File: src/rtl/stream_rr_arbiter.sv
// Round-robin arbiter sharing one valid/ready stream among NUM_IN requesters; data passes through combinationally.
// Optional STREAM_ARB_LOCK_EN: i_last of the granted requester also ends the grant.
module stream_rr_arbiter #(
  parameter int NUM_IN     = 4,
  parameter int DATA_WIDTH = 8,
  parameter int BURST_LEN  = 4,
  parameter int ID_WIDTH   = $clog2(NUM_IN)
) (
  input  logic                         clk,
  input  logic                         reset,
  input  logic [NUM_IN-1:0]            i_valid,
  output logic [NUM_IN-1:0]            o_ready,
  input  logic [NUM_IN*DATA_WIDTH-1:0] i_data,
  input  logic [NUM_IN-1:0]            i_last,
  output logic                         o_valid,
  input  logic                         i_out_ready,
  output logic [DATA_WIDTH-1:0]        o_data,
  output logic                         o_last,
  output logic                         o_grant_valid,
  output logic [ID_WIDTH-1:0]          o_grant_id
);

  localparam int CNT_W = $clog2(BURST_LEN + 1);
  localparam logic [0:0] IDLE  = 1'b0;
  localparam logic [0:0] GRANT = 1'b1;

  logic [0:0]          state_q, state_d;
  logic [ID_WIDTH-1:0] grant_id_q, grant_id_d;
  logic [ID_WIDTH-1:0] rr_ptr_q, rr_ptr_d;
  logic [CNT_W-1:0]    count_q, count_d;
  logic [CNT_W-1:0]    count_inc;

  logic                  active;
  logic                  sel_valid;
  logic                  sel_last;
  logic [DATA_WIDTH-1:0] sel_data;
  logic                  xfer;
  logic                  burst_end;
  logic                  pick_vld;
  logic [ID_WIDTH-1:0]   pick_id;
  logic [ID_WIDTH-1:0]   cand;

  function automatic logic [ID_WIDTH-1:0] wrap_inc(input logic [ID_WIDTH-1:0] p);
    if (p == ID_WIDTH'(NUM_IN - 1)) return '0;
    return p + 1'b1;
  endfunction

  // First valid requester at or after rr_ptr, wrapping around
  always_comb begin
    pick_vld = 1'b0;
    pick_id  = '0;
    cand     = rr_ptr_q;
    for (int k = 0; k < NUM_IN; k++) begin
      if (!pick_vld && i_valid[cand]) begin
        pick_vld = 1'b1;
        pick_id  = cand;
      end
      cand = wrap_inc(cand);
    end
  end

  always_comb begin
    sel_valid = 1'b0;
    sel_last  = 1'b0;
    sel_data  = '0;
    for (int k = 0; k < NUM_IN; k++) begin
      if (grant_id_q == ID_WIDTH'(k)) begin
        sel_valid = i_valid[k];
        sel_last  = i_last[k];
        sel_data  = i_data[k*DATA_WIDTH +: DATA_WIDTH];
      end
    end
  end

  // Reset gates the outputs so no beat can move in the reset cycle
  assign active        = (state_q == GRANT) && !reset;
  assign o_valid       = active && sel_valid;
  assign o_data        = active ? sel_data : '0;
  assign o_last        = active && sel_last;
  assign o_grant_valid = active;
  assign o_grant_id    = grant_id_q;

  always_comb begin
    o_ready = '0;
    for (int k = 0; k < NUM_IN; k++) begin
      o_ready[k] = active && (grant_id_q == ID_WIDTH'(k)) && i_out_ready;
    end
  end

  assign xfer      = o_valid && i_out_ready;
  assign count_inc = count_q + 1'b1;

`ifdef STREAM_ARB_LOCK_EN
  assign burst_end = (count_inc == CNT_W'(BURST_LEN)) || sel_last;
`else
  assign burst_end = (count_inc == CNT_W'(BURST_LEN));
`endif

  always_comb begin
    state_d    = state_q;
    grant_id_d = grant_id_q;
    rr_ptr_d   = rr_ptr_q;
    count_d    = count_q;
    if (state_q == IDLE) begin
      if (pick_vld) begin
        state_d    = GRANT;
        grant_id_d = pick_id;
        count_d    = '0;
      end
    end else if (xfer) begin
      count_d = count_inc;
      if (burst_end) begin
        state_d  = IDLE;
        rr_ptr_d = wrap_inc(grant_id_q);
        count_d  = '0;
      end
    end
  end

  always_ff @(posedge clk) begin
    if (reset) begin
      state_q    <= IDLE;
      grant_id_q <= '0;
      rr_ptr_q   <= '0;
      count_q    <= '0;
    end else begin
      state_q    <= state_d;
      grant_id_q <= grant_id_d;
      rr_ptr_q   <= rr_ptr_d;
      count_q    <= count_d;
    end
  end

endmodule

File: config.mk
export PLATFORM = sky130hd
export DESIGN_NAME = stream_rr_arbiter
export DESIGN_NICKNAME = d
export VERILOG_FILES = /design/src/rtl/stream_rr_arbiter.sv
export SDC_FILE = /design/constraint.sdc
export NUM_CORES = 1
export LEC_CHECK = 0
export ABC_CLOCK_PERIOD_IN_PS = 2300
export CAP_MARGIN = 30
export CORE_MARGIN = 5
export CORE_UTILIZATION = 41
export CTS_CLUSTER_DIAMETER = 50
export DETAILED_ROUTE_END_ITERATION = 6
export GPL_ROUTABILITY_DRIVEN = 1
export PLACE_DENSITY_LB_ADDON = 0.2
export SLEW_MARGIN = 40
export SYNTH_ARGS = -nofsm -noshare
export SYNTH_HDL_FRONTEND = slang
export SYNTH_SLANG_ARGS = --single-unit
File: constraint.sdc
create_clock -name clk -period 2.3 [get_ports clk]
set_input_delay 0.46 -clock clk [delete_from_list [all_inputs] [get_ports clk]]
set_output_delay 0.46 -clock clk [all_outputs]
set_load 0.03 [all_outputs]
==> results.json, run 1 <==
{
  "setup_viol": 0,
  "skew_ns": 0.00423,
  "synthCells": 166,
  "vias": 1529,
  "drtPass1Iterations": 4,
  "syn_area_um2": 1220,
  "grt_pass1_wl_um": 6880,
  "relSlewSlack": 0.737,
  "synth.most_common_cell": "nor2b_1",
  "syn_avg_cell_area_um2": 7.36,
  "outcome": "complete, no violations",
  "placed_area_um2": 1930,
  "drc_errors": 0,
  "min_to": "count_q[2]",
  "row_count": 19,
  "die-width_um": 64.6,
  "timing.rr.start": "rr_ptr_q[1]",
  "track_usage": 0.200,
  "r2r_slack_ns": 0.23,
  "path_max_fanout": 8,
  "synth-xor-area-share": 0.00717,
  "synth_nets": 216,
  "layout.nets": 287,
  "ios": 60,
  "critPathCaptureType": "output pin",
  "yosys_warnings": 0,
  "p_leak_nw": 0.864,
  "ys_top_cells_by_count": "18 x nor2b_1, 13 x a21oi_1, 13 x nor2_1, 11 x a221oi_1",
  "synth_top_family_by_area": "compound AO/OA/AOI/OAI gates",
  "drv_slew": 0,
  "synth_compound_area_frac": 0.327,
  "cts-htree-levels": 1,
  "clkTransAtPathRegs_ns": 0.06,
  "yosys.area_share.simple": 0.297,
  "port_buffers": 59,
  "hp-class": "register to register",
  "core-area_um2": 2810,
  "maxCapViolCount": 0,
  "synth_edf_count": 0,
  "rsz0062_at_grt": "true",
  "multiInputGateArea_um2": 1070,
  "yosys-top-cells-area": "dfxtp_1 13%, nor2b_1 9.2%, a221oi_1 7.9%, ha_1 7.2%, a21oi_1 5.3%",
  "max-vdd-ir-drop_uv": 249,
  "die_y_um": 64.6,
  "hpwl_um": 3460,
  "gp_congestion": 0.910,
  "cts_tree": "built",
  "postRouteWirelength_um": 4450,
  "synth_seq_cells": 8,
  "yosysTopAreaCell": "dfxtp_1",
  "tightest_slew_ns": 0.391,
  "fin_crit_sh": 0.963,
  "worstSetupStartpointType": "register",
  "area_growth_pct": 69.4,
  "grt_max_degree": 20,
  "finalHoldViolCount": 0,
  "die-area_um2": 4170,
  "synthMuxAreaShare": 0.0891,
  "postRouteAntennaNets": 0,
  "initial_core_util": 0.435,
  "r2r-end": "o_grant_id[0]",
  "antenna_found_initial": 0,
  "synth_fa_ha_area_frac": 0.0717,
  "overflow": 0,
  "synthDistinctLibCells": 43,
  "avgRoutedWirePerCell_um": 16.7,
  "num_antenna_cells": 0,
  "max_freq_mhz": 452,
  "synthFlopType": "dfxtp_1",
  "drt_iter0_drc": 99,
  "holdPathStages": 2,
  "cts_buffers": 3,
  "power_density_nw_per_um2": 297,
  "r2r_cells": 7,
  "design_area_um2": 2070,
  "async_flop_share": 0,
  "critPathKind": "register to output pin",
  "cp.required_ns": 1.84,
  "fin_crit_ns": 2.21,
  "cts_buffer_depth": 2,
  "grt_pass1_vias": 1392,
  "synth_top_area_frac": 0.131,
  "postLayoutCoreUtil": 0.737,
  "n_fill_cell": 225,
  "cts.sinks": 8,
  "drive_above_1_share": 0.323,
  "cp-startpoint": "o_grant_id[0]",
  "vias_per_cell": 5.75,
  "hold_start": "count_q[2]",
  "worstPathArrival_ns": 1.75,
  "cts_root_buf": "clkbuf_4",
  "ff_latch_area_um2": 165,
  "clk_latency_ns": 0.25,
  "yosysSeqAreaShare": 0.131
}
-- metrics by stage --
step	setup TNS (ns)	worst slack, ns	hold slack [ns]	power [W]	cells
6_report	0	0.0856	0.464	0.000615	266
5_1_grt	-0.0447	-0.0270	0.509	0.000652	266
4_1_cts	0	0.00664	0.467	0.000594	264
3_5_place_dp	-0.199	-0.0523	0.460	0.000473	261
3_3_place_gp	-0.000480	-0.000480	0.445	0.000465	261
2_1_floorplan	0	0.0160	0.437	0.000323	166
-- critical path: stages (launching register included) --
cell     delay [ns]
dfxtp_4        0.38
inv_2          0.06
ha_1           0.22
buf_4          0.18
nor2b_1        0.13
nor3_1         0.21
a21oi_1        0.08
nor2_2         0.08
buf_4          0.16
-- worst max path at each step --
stage	end	slack, ns	depth (start not counted)
floorplan	o_data[0]	0.02	7
detailed placement	o_grant_id[0]	-0.05	5
finish	o_data[6]	0.09	8
global placement	o_grant_id[0]	-0.0005	8
global route	o_data[7]	-0.03	8
CTS	o_valid	0.007	5
-- cell families (layout without fill, tap and decap cells) --
family | after synthesis | after routing
AOI/OAI and AO/OA | 53 | 53
DFF | 8 | 8
muxes | 8 | 8
buffers and inverters | 22 | 91
and+or+nand+nor | 67 | 67
adders and majority gates | 7 | 7
xor gates and xnor gates | 1 | 1
-- state kept, by name, summed over array words and instances (netlist names) --
signal and flops:
count_q 3, state_q 1, rr_ptr_q 2, o_grant_id 2
-- layout make-up --
class,count,share of cell area
Inverter,7,0.0127
Sequential cell,8,0.0799
Clock buffer,3,0.0109
Tap cell,31,0.0188
Multi-Input combinational cell,136,0.518
Timing Repair Buffer,81,0.359
-- report_power, final --
part           switching (W)  internal (W)  leakage, nW
Combinational       0.000167      0.000190        0.784
Clock              0.0000464     0.0000596       0.0138
Sequential        0.00000831      0.000144       0.0662
-- what timing repair did --
action,CTS,global route
endpoints found under the hold margin,0,0
resized for setup,7,18
setup buffers,0,2
hold buffers,0,0
endpoints found under the setup margin,10,11
pin swaps,1,4
-- placed cells by master, fill, tap and decap left out, drive strengths merged, types with 5 or more instances in the layout --
| cell type | count |
|---|---|
| nor2b | 18 |
| nor3 | 9 |
| buf | 37 |
| nor2 | 13 |
| clkdlybuf4s50 | 42 |
| nand2 | 9 |
| inv | 7 |
| a21oi | 13 |
| a221oi | 12 |
| o21ai | 5 |
| dfxtp | 8 |
| ha | 7 |
-- metal layers --
metal	GRT usage	share of wire	vias up
met5	0	0	-
met4	0.0396	0.0031	0
met3	0.0259	0.060	2
met2	0.332	0.47	47
met1	0.278	0.47	722
li1	-	-	758
No activity file was read; power rests on OpenSTA's default activity.
==> run 2, diff against run 1 <==
--- a/config.mk
+++ b/config.mk
@@ -7,7 +7,7 @@
 export LEC_CHECK = 0
 export ABC_CLOCK_PERIOD_IN_PS = 2300
 export CAP_MARGIN = 30
-export CORE_MARGIN = 5
+export CORE_MARGIN = 2
 export CORE_UTILIZATION = 41
 export CTS_CLUSTER_DIAMETER = 50
 export DETAILED_ROUTE_END_ITERATION = 6
==> run 2 against run 1 <==
Against the previous run: final area is 0.42% higher; final cell count rose by 1.1%; utilization up 0.95 points; largest cell class unchanged.
==> results.json, run 2 (same netlist as run 1, synthesis figures left out) <==
{
  "clkTransAtPathRegs_ns": 0.05,
  "crit_path_top_delay_cell": "clkdlybuf4s50_1",
  "cts_hold_buf": 0,
  "cts-htree-levels": 1,
  "holdPathStages": 2,
  "critPathKind": "input port to output pin",
  "critPathCaptureType": "output pin",
  "die_y_um": 58.6,
  "track_usage": 0.245,
  "worstSetupStartpointType": "input port",
  "relSlewSlack": 0.588,
  "fin_crit_ns": 2.24,
  "drv_slew": 0,
  "area_growth_pct": 70.1,
  "n_fill_cell": 225,
  "postLayoutCoreUtil": 0.747,
  "initial_core_util": 0.439,
  "fin_crit_sh": 0.972,
  "placed_area_um2": 1930,
  "num_antenna_cells": 0,
  "vias": 1552,
  "design_area_um2": 2080,
  "cp.required_ns": 1.84,
  "hold_ws_ns": 0.467,
  "core-area_um2": 2780,
  "overflow": 0,
  "tightest_slew_ns": 0.612,
  "layout.nets": 290,
  "cp.depth": 5,
  "final_cell_mix": "43 x clkdlybuf4s50_1, 39 x buf_4, 16 x nor2b_1",
  "port_buffers": 59,
  "postRouteWirelength_um": 4460,
  "avgRoutedWirePerCell_um": 16.6,
  "gp_congestion": 0.994,
  "drt_iter0_drc": 60,
  "outcome": "complete, no violations",
  "hpwl_um": 3410,
  "max_freq_mhz": 447,
  "largest_reg_flops": 3,
  "path_max_fanout": 4,
  "drtPass1Iterations": 5,
  "drc_errors": 0,
  "hp-class": "register to register",
  "max-vdd-ir-drop_uv": 362,
  "ff_latch_area_um2": 164,
  "cts_buffer_depth": 2,
  "cts.sinks": 8,
  "critPathBufInv": 2,
  "cts_buffers": 3,
  "row_count": 19,
  "grt_pass1_vias": 1489,
  "postRouteAntennaNets": 0,
  "rsz0062_at_grt": "true",
  "max_flop_register": "count_q",
  "r2r_cells": 8,
  "cts_root_buf": "clkbuf_4",
  "grt_pass1_wl_um": 6710,
  "finalHoldViolCount": 0,
  "max_stage_delay_ns": 0.55,
  "p_leak_nw": 0.861,
  "drive_above_1_share": 0.336,
  "ios": 60,
  "maxCapViolCount": 0,
  "cts_tree": "built",
  "cp_top_family": "buffers and inverters",
  "vias_per_cell": 5.77,
  "power_density_nw_per_um2": 296,
  "grt_max_degree": 22,
  "crit_path_cell_trace": "clkdlybuf4s50_1 > nand3b_1 > a221oi_4 > o21a_1 > buf_4",
  "antenna_found_initial": 0,
  "die-width_um": 58.6,
  "final_common_cell": "clkdlybuf4s50_1",
  "clk_latency_ns": 0.25,
  "setup_viol": 0,
  "multiInputGateArea_um2": 1080,
  "die-area_um2": 3430,
  "skew_ns": 0.00463,
  "worstPathArrival_ns": 1.78
}
[run 2: worst paths after layout]
| check | startpoint | endpoint | slack (ns) |
|---|---|---|---|
| max | i_valid[0] | o_valid | 0.06 |
| min | count_q[2] | count_q[2] | 0.47 |
| max reg2reg | rr_ptr_q[0] | o_grant_id[0] | 0.25 |
| min reg2reg | count_q[2] | count_q[2] | 0.47 |
[run 2: worst register-to-register path: cells and delay by family, from the launching register on]
kind                       cells  cell delay (ns)
DFF                            1             0.33
adders and majority gates      1             0.35
AOI/OAI and AO/OA              5             0.90
buffers and inverters          2             0.35
[run 2: metrics by stage]
stage          setup slack (ns)  total power (W)  cells  setup TNS (ns)
6_report                 0.0646         0.000615    269               0
2_1_floorplan            0.0160         0.000323    166               0
5_1_grt                 -0.0376         0.000647    269         -0.0805
3_3_place_gp             0.0236         0.000463    262               0
3_5_place_dp            -0.0621         0.000472    262          -0.122
4_1_cts                -0.00247         0.000586    265        -0.00247
[run 2: cell type report]
type,count,share of cell area
multi-input combinational,136,0.519
timing repair buffer,84,0.360
sequential,8,0.0789
tap,31,0.0187
inverter,7,0.0127
clock buffer,3,0.0108
[run 2: what timing repair did]
action                     in CTS  in global routing
cloned                          0                  0
setup buffers                   0                  4
pin swaps                       2                  6
resized for setup               7                 16
setup endpoints to repair      10                 11
[run 2: power breakdown]
part / total, W / internal (W) / switching (W) / leakage (nW)
logic: 0.000361 / 0.000191 / 0.000170 / 0.781
registers: 0.000150 / 0.000143 / 0.00000680 / 0.0659
clock network: 0.000104 / 0.0000595 / 0.0000447 / 0.0138
total: 0.000615 / 0.000394 / 0.000222 / 0.861
[run 2: per-layer routing]
| metal | part of all wire | GRT usage |
|---|---|---|
| met1 | 0.44 | 0.336 |
| met2 | 0.49 | 0.414 |
| met3 | 0.064 | 0.0220 |
| met4 | 0.0054 | 0.0617 |
| met5 | 0 | 0 |
==> run 3, diff against run 2 <==
--- a/config.mk
+++ b/config.mk
@@ -7,7 +7,7 @@
 export LEC_CHECK = 0
 export ABC_CLOCK_PERIOD_IN_PS = 2300
 export CAP_MARGIN = 30
-export CORE_MARGIN = 2
+export CORE_MARGIN = 10
 export CORE_UTILIZATION = 41
 export CTS_CLUSTER_DIAMETER = 50
 export DETAILED_ROUTE_END_ITERATION = 6
==> run 3 against run 2 <==
Against the previous run: non-clock buffer count unchanged; sequential power about the same; critical path depth up 3; final area up 2.4%; clock power up 9%; register-to-register slack worse by 0.05 ns; die area up 62%; wire length up 12%; via count up 1.7%; global-route usage down 7.9 points; total power up 4.1%.
==> results.json, run 3 (same netlist as run 1, synthesis figures left out) <==
{
  "outcome": "complete, no violations",
  "grt_pass1_vias": 1459,
  "clk_latency_ns": 0.27,
  "design_area_um2": 2130,
  "core-area_um2": 2810,
  "initial_core_util": 0.435,
  "ios": 60,
  "drtPass1Iterations": 4,
  "die-area_um2": 5560,
  "max-vdd-ir-drop_uv": 236,
  "cts.sinks": 8,
  "tightest_slew_ns": 0.614,
  "finalHoldViolCount": 0,
  "grt_pass1_wl_um": 7380,
  "fin_crit_sh": 0.987,
  "setup_viol": 0,
  "cp-startpoint": "o_grant_id[0]",
  "critPathKind": "register to output pin",
  "die_y_um": 74.6,
  "cts_buffers": 3,
  "power_frac_seq": 0.236,
  "relSlewSlack": 0.586,
  "fin_crit_ns": 2.27,
  "p_comb_frac": 0.587,
  "largest_reg_flops": 3,
  "hold_start": "count_q[2]",
  "vias": 1578,
  "maxCapViolCount": 0,
  "dp_cells": 263,
  "skew_ns": 0.00694,
  "switching_power_w": 0.000236,
  "power_density_nw_per_um2": 301,
  "p_leak_nw": 0.890,
  "final_cells": 269,
  "p_clk_frac": 0.176,
  "num_antenna_cells": 0,
  "worstPathArrival_ns": 1.81,
  "row_count": 19,
  "clkTransAtPathRegs_ns": 0.06,
  "port_buffers": 59,
  "placed_area_um2": 1950,
  "die-width_um": 74.6,
  "multiInputGateArea_um2": 1080,
  "grt_max_degree": 20,
  "cts_tree": "built",
  "vias_per_cell": 5.87,
  "drive_above_1_share": 0.340,
  "avgRoutedWirePerCell_um": 18.6,
  "drv_slew": 0,
  "final_cell_mix": "42 x clkdlybuf4s50_1, 35 x buf_4, 16 x nor2b_1",
  "rsz0062_at_grt": "true",
  "layout.nets": 290,
  "worstSetupStartpointType": "register",
  "drc_errors": 0,
  "track_usage": 0.166,
  "cts_root_buf": "clkbuf_4",
  "ff_latch_area_um2": 168,
  "cts_buffer_depth": 2,
  "max_flop_register": "count_q",
  "p_int_w": 0.000405,
  "antenna_found_initial": 0,
  "hp-class": "register to register",
  "cts-htree-levels": 1,
  "report.power.total_w": 0.000641,
  "hpwl_um": 3670,
  "area_growth_pct": 74.2,
  "drt_iter0_drc": 63,
  "cp.required_ns": 1.84,
  "gp_congestion": 0.837,
  "postRouteAntennaNets": 0,
  "timing.rr.start": "rr_ptr_q[0]",
  "p_sw_frac": 0.368,
  "path_max_fanout": 11,
  "n_fill_cell": 219,
  "tns_ns": 0,
  "critPathCaptureType": "output pin",
  "final_common_cell": "clkdlybuf4s50_1",
  "overflow": 0,
  "max_freq_mhz": 440,
  "postRouteWirelength_um": 5010
}
[run 3: final timing paths]
path | end | slack [ns] | cells after the start
hold reg to reg | count_q[2] | 0.48 | 2
hold / removal | count_q[2] | 0.48 | 2
setup / recovery | o_data[5] | 0.03 | 8
setup reg to reg | o_grant_id[0] | 0.20 | 6
[run 3: power by group through the flow]
stage	combinational [W]	sequential (W)	clock (W)
after floorplan	0.000167	0.000157	0
after global placement	0.000320	0.000153	0
after detailed placement	0.000325	0.000153	0
after CTS	0.000331	0.000150	0.000118
after global routing	0.000405	0.000152	0.000125
final	0.000376	0.000152	0.000113
[run 3: metal layers]
metal,up-vias,part of all wire,GRT usage
li1,758,-,-
met1,749,0.40,0.203
met2,62,0.50,0.276
met3,9,0.083,0.0412
met4,0,0.019,0.0588
met5,-,0,0
[run 3: worst max-delay path, stage by stage (launching register included)]
cell     delay [ns]
dfxtp_4        0.38
inv_2          0.07
ha_2           0.21
buf_4          0.18
nor2b_1        0.14
nor3_1         0.20
a21oi_1        0.09
nor2_2         0.10
buf_4          0.17
[run 3: layout make-up]
type | instances | area share
multi-input cells | 136 | 0.509
well taps | 31 | 0.0182
flip-flops and latches | 8 | 0.0788
inverters | 7 | 0.0135
clock buffers | 3 | 0.0106
repair buffers | 84 | 0.370
[run 3: timing repair]
| action | 4_1_cts | 5_1_grt |
|---|---|---|
| pin swaps | 2 | 8 |
| buffers inserted | 1 | 1 |
| hold buffers | 0 | 0 |
| hold endpoints to repair | 0 | 0 |
| gates resized for setup | 6 | 24 |
| cloned | 0 | 1 |
| setup endpoints to repair | 10 | 13 |
[run 3: stage by stage]
step	setup WS (ns)	hold slack (ns)	util
2_1_floorplan	0.0160	0.437	-
3_3_place_gp	-0.0136	0.452	0.694
3_5_place_dp	-0.0812	0.479	0.694
4_1_cts	0.0227	0.487	0.711
5_1_grt	-0.0578	0.512	0.758
6_report	0.0291	0.478	0.758
